==> config.mk <==
export PLATFORM = sky130hd
export DESIGN_NAME = core_ctrl_ldst_pop
export DESIGN_NICKNAME = d
export VERILOG_FILES = /design/src/rtl/core_ctrl_ldst_pop.sv
export SDC_FILE = /design/constraint.sdc
export NUM_CORES = 1
export LEC_CHECK = 0
export CORE_MARGIN = 5
export CORE_UTILIZATION = 55
export CTS_CLUSTER_DIAMETER = 60
export DETAILED_ROUTE_END_ITERATION = 10
export DONT_BUFFER_PORTS = 1
export MAX_ROUTING_LAYER = met4
export PLACE_DENSITY = 0.73
export SETUP_SLACK_MARGIN = 0.2
export SYNTH_ARGS = -nofsm -noshare
export SYNTH_HDL_FRONTEND = slang
export SYNTH_SLANG_ARGS = --single-unit
==> constraint.sdc <==
create_clock -name clk -period 0.8 [get_ports clk]
set_clock_uncertainty 0.05 [all_clocks]
set_input_delay 0.12 -clock clk [delete_from_list [all_inputs] [get_ports clk]]
set_output_delay 0.12 -clock clk [all_outputs]
set_load 0.02 [all_outputs]
==> src/rtl/core_ctrl_ldst_pop.sv <==
// Register-list pop unit for load/store-multiple sequencing.
// Optional macro LDST_POP_COUNT_EN adds a registered set-bit count output.
module core_ctrl_ldst_pop #(
  parameter int NREGS = 16,
  parameter int NUM_W = 4
) (
  input  logic             clk,
  input  logic             rst_n,
  input  logic [NREGS-1:0] regs,
  output logic             valid,
  output logic [NUM_W-1:0] pop_lower,
  output logic [NUM_W-1:0] pop_upper,
  output logic [NREGS-1:0] next_lower,
  output logic [NREGS-1:0] next_upper
`ifdef LDST_POP_COUNT_EN
  ,
  output logic [NUM_W:0]   count
`endif
);

  logic             valid_d;
  logic [NUM_W-1:0] lo_d;
  logic [NUM_W-1:0] hi_d;
  logic [NREGS-1:0] nlo_d;
  logic [NREGS-1:0] nhi_d;

  // Lowest set bit wins: scan downward so the last hit is the lowest.
  always_comb begin
    lo_d = '0;
    for (int i = NREGS - 1; i >= 0; i--) begin
      if (regs[i]) lo_d = NUM_W'(i);
    end
  end

  // Highest set bit wins: scan upward so the last hit is the highest.
  always_comb begin
    hi_d = '0;
    for (int i = 0; i < NREGS; i++) begin
      if (regs[i]) hi_d = NUM_W'(i);
    end
  end

  // Clear only the selected bit; an empty list stays empty.
  always_comb begin
    valid_d = |regs;
    nlo_d   = regs & ~(NREGS'(1) << lo_d);
    nhi_d   = regs & ~(NREGS'(1) << hi_d);
  end

  // Output registers, cleared asynchronously.
  always_ff @(posedge clk or negedge rst_n) begin
    if (!rst_n) begin
      valid      <= 1'b0;
      pop_lower  <= '0;
      pop_upper  <= '0;
      next_lower <= '0;
      next_upper <= '0;
    end else begin
      valid      <= valid_d;
      pop_lower  <= lo_d;
      pop_upper  <= hi_d;
      next_lower <= nlo_d;
      next_upper <= nhi_d;
    end
  end

`ifdef LDST_POP_COUNT_EN
  logic [NUM_W:0] cnt_d;

  // Population count of the pending list.
  always_comb begin
    cnt_d = '0;
    for (int i = 0; i < NREGS; i++) begin
      cnt_d = cnt_d + (NUM_W+1)'(regs[i]);
    end
  end

  // Count register, same latency as the other outputs.
  always_ff @(posedge clk or negedge rst_n) begin
    if (!rst_n) count <= '0;
    else        count <= cnt_d;
  end
`endif

endmodule

==> flow_summary.toml <==
[logic_synthesis]
synth_edf_count = 0
ys.flop_type = "dfrtp_1"
synth_seq_cells = 41
synth_top_cell_by_area = "dfrtp_1"
synth_area_mm2 = 0.001718
ys_seq_area_share_pct = 59.72
synth_warnings = 0
yosys.area.top_type_share_pct = 59.72
synth_cell_types = 38
synthCells = 157
netlist_top_cells_area = "dfrtp_1 60%, nor2_1 4.4%, o31a_1 3.1%"
async_reset_ff_share_pct = 100.0
syn_avg_cell_area_um2 = 10.94

[cts]
cts_tree = "built"
numCtsBuffers = 5
cts_buffer_depth = 2
ctsHtreeMaxLevel = 2
cts.sinks = 41
clkSlewWorstSetupHoldPaths_ns = 0.14
root_buffer = "clkbuf_4"

[routing]
avgRoutedWirePerCell_um = 20.91
totalWireLength_um = 5248
wl_met2_um = 2706
firstDrtPassIters = 4
dr.max_layer_used = "met4"
ant_nets = 0
routed_via_density = 6.139
dr_total_vias = 1541
wl_met3_um = 493
routedLengthMet1_um = 1879
drtIter0Drc = 171
drc_errors = 0

[cells_and_area]
fin_nets = 224
syn_to_final_growth_pct = 44.43
layout_common_cells = "28 x buf_4, 27 x dfrtp_2, 14 x dfrtp_1"
finalCoreUtilization_pct = 81.94
final_common_cell = "buf_4"
drive_above_1_share_pct = 54.11
filler_cell_count = 160
diodes = 0
final_cell_count_no_fill = 251

[worst_setup_path]
startpoint_type = "input port"
end_kind = "register"
critPathMaxFanout = 8
path_cells = "or4_4 -> nor3_2 -> a21o_1 -> nor3b_4 -> a21boi_1"
cpMaxStageDelayCell = "or4_4"
worst-setup-path-type = "in2reg"
slowest_delay_ns = 0.54
worstPathArrival_ns = 1.32
critical_path_required_ns = 0.99

[global_route]
antenna_found_initial = 0
grt_pass1_vias = 1419
grt_max_degree = 42
grt_pass1_wl_um = 7341
grt_overflow_total = 0
track_usage_pct = 23.95

[timing]
final-max-slew-violation-count = 0
whs_ns = -0.6387
finalWorstSetupSlack_ns = -0.3281
period_needed_ns = 1.128
rsz0062_at_grt = "yes"
final-setup-viol-count = 72
hold_viol_final = 64
period_share_pct = 141.0
fmax_mhz = 886.5

[pwr]
ir_worst_vdd_uv = 1346
power.density_mw_per_mm2 = 1833
p_leak_nw = 1.022

[placed_design]
port_buffers = 0
place_inst = 228
dp_hpwl_um = 3220
routabilityCongestion = 0.9033
post-place-ws_ns = -0.7412

[min_path]
hold_path.class = "in2async"

[floorplan]
start_util_pct = 56.74
num_io_pins = 59
die_area_mm2 = 0.004341
core_mm2 = 0.003028
die_w_um = 65.89
num_rows = 20
dieHeight_um = 65.89

[flow_run]
drv_cap = 0

[run_status]
status = "finished with violations"
violations = "hold timing, setup timing"
kinds of logic after synthesis:
| group | count (synthesis) | share of synthesized area, % |
|---|---|---|
| flops | 41 | 59.72 |
| buf+inv | 16 | 3.715 |
| compound gates | 46 | 19.88 |
| other cells | 1 | 0.2183 |
| simple gates | 53 | 16.46 |
cells in the mapped netlist, types with 3 or more instances:
cell      instances
dfrtp_1          41
nor2_1           20
a21oi_1           8
inv_1             8
nand2_1           8
a21boi_1          6
a31oi_1           6
o31a_1            6
clkbuf_1          5
nand2b_1          4
nor3_1            4
o21a_1            4
nor4_1            3
o31ai_1           3
or4_1             3
path summary, 6_finish.rpt:
check | startpoint | endpoint | slack (ns) | cells past startpoint
setup / recovery | regs[5] | next_lower[15] | -0.33 | 5
hold / removal | rst_n | next_lower[3] | -0.64 | 0
max in group asynchronous | rst_n | next_upper[15] | 1.22 | 0
min in group clk | regs[12] | next_upper[12] | -0.22 | 1
sequential cells by signal (all words and copies together), names as in the netlist:
name / count
next_upper: 16
pop_upper: 4
pop_lower: 4
valid: 1
next_lower: 16
power by group:
part | internal [W] | switching [W] | total (W)
clock | 0.000967 | 0.000697 | 0.00166
sequential | 0.00219 | 0.000180 | 0.00237
combinational | 0.000285 | 0.000231 | 0.000516
final cells by class:
class | count | area, um^2 | area share, %
sequential | 41 | 1060 | 42.71
multi-input combinational | 101 | 798.3 | 32.17
timing repair buffer | 47 | 427.9 | 17.25
clock inverter | 3 | 65.06 | 2.622
tap | 44 | 55.05 | 2.219
clock buffer | 5 | 37.54 | 1.513
inverter | 10 | 37.54 | 1.513
critical path, delay by kind of cell:
family | cells | cell delay (ns)
compound gates | 2 | 0.31
simple gates | 3 | 0.89
timing repair:
| action | CTS | global route |
|---|---|---|
| hold endpoints to repair | 72 | 68 |
| buffers inserted | 4 | 5 |
| endpoints found under the setup margin | 74 | 77 |
| pin swaps | 11 | 8 |
| hold buffers | 4 | 2 |
| resized for setup | 39 | 25 |
per-layer routing:
layer	up-vias	GRT usage [%]
met5	-	-
met1	761	27.19
met4	0	10.36
met2	105	38.92
met3	18	7.483
li1	657	-
through the flow:
stage / setup TNS, ns / total power [W] / area [um^2]
finish: -15.28 / 0.004549 / 2481
global route: -16.71 / 0.004687 / 2481
CTS: -14.42 / 0.004451 / 2337
detailed placement: -19.47 / 0.002770 / 2056
global placement: -18.76 / 0.002755 / 2056
floorplan: -16.67 / 0.002665 / 1853
(Power assumes the default switching activity.)
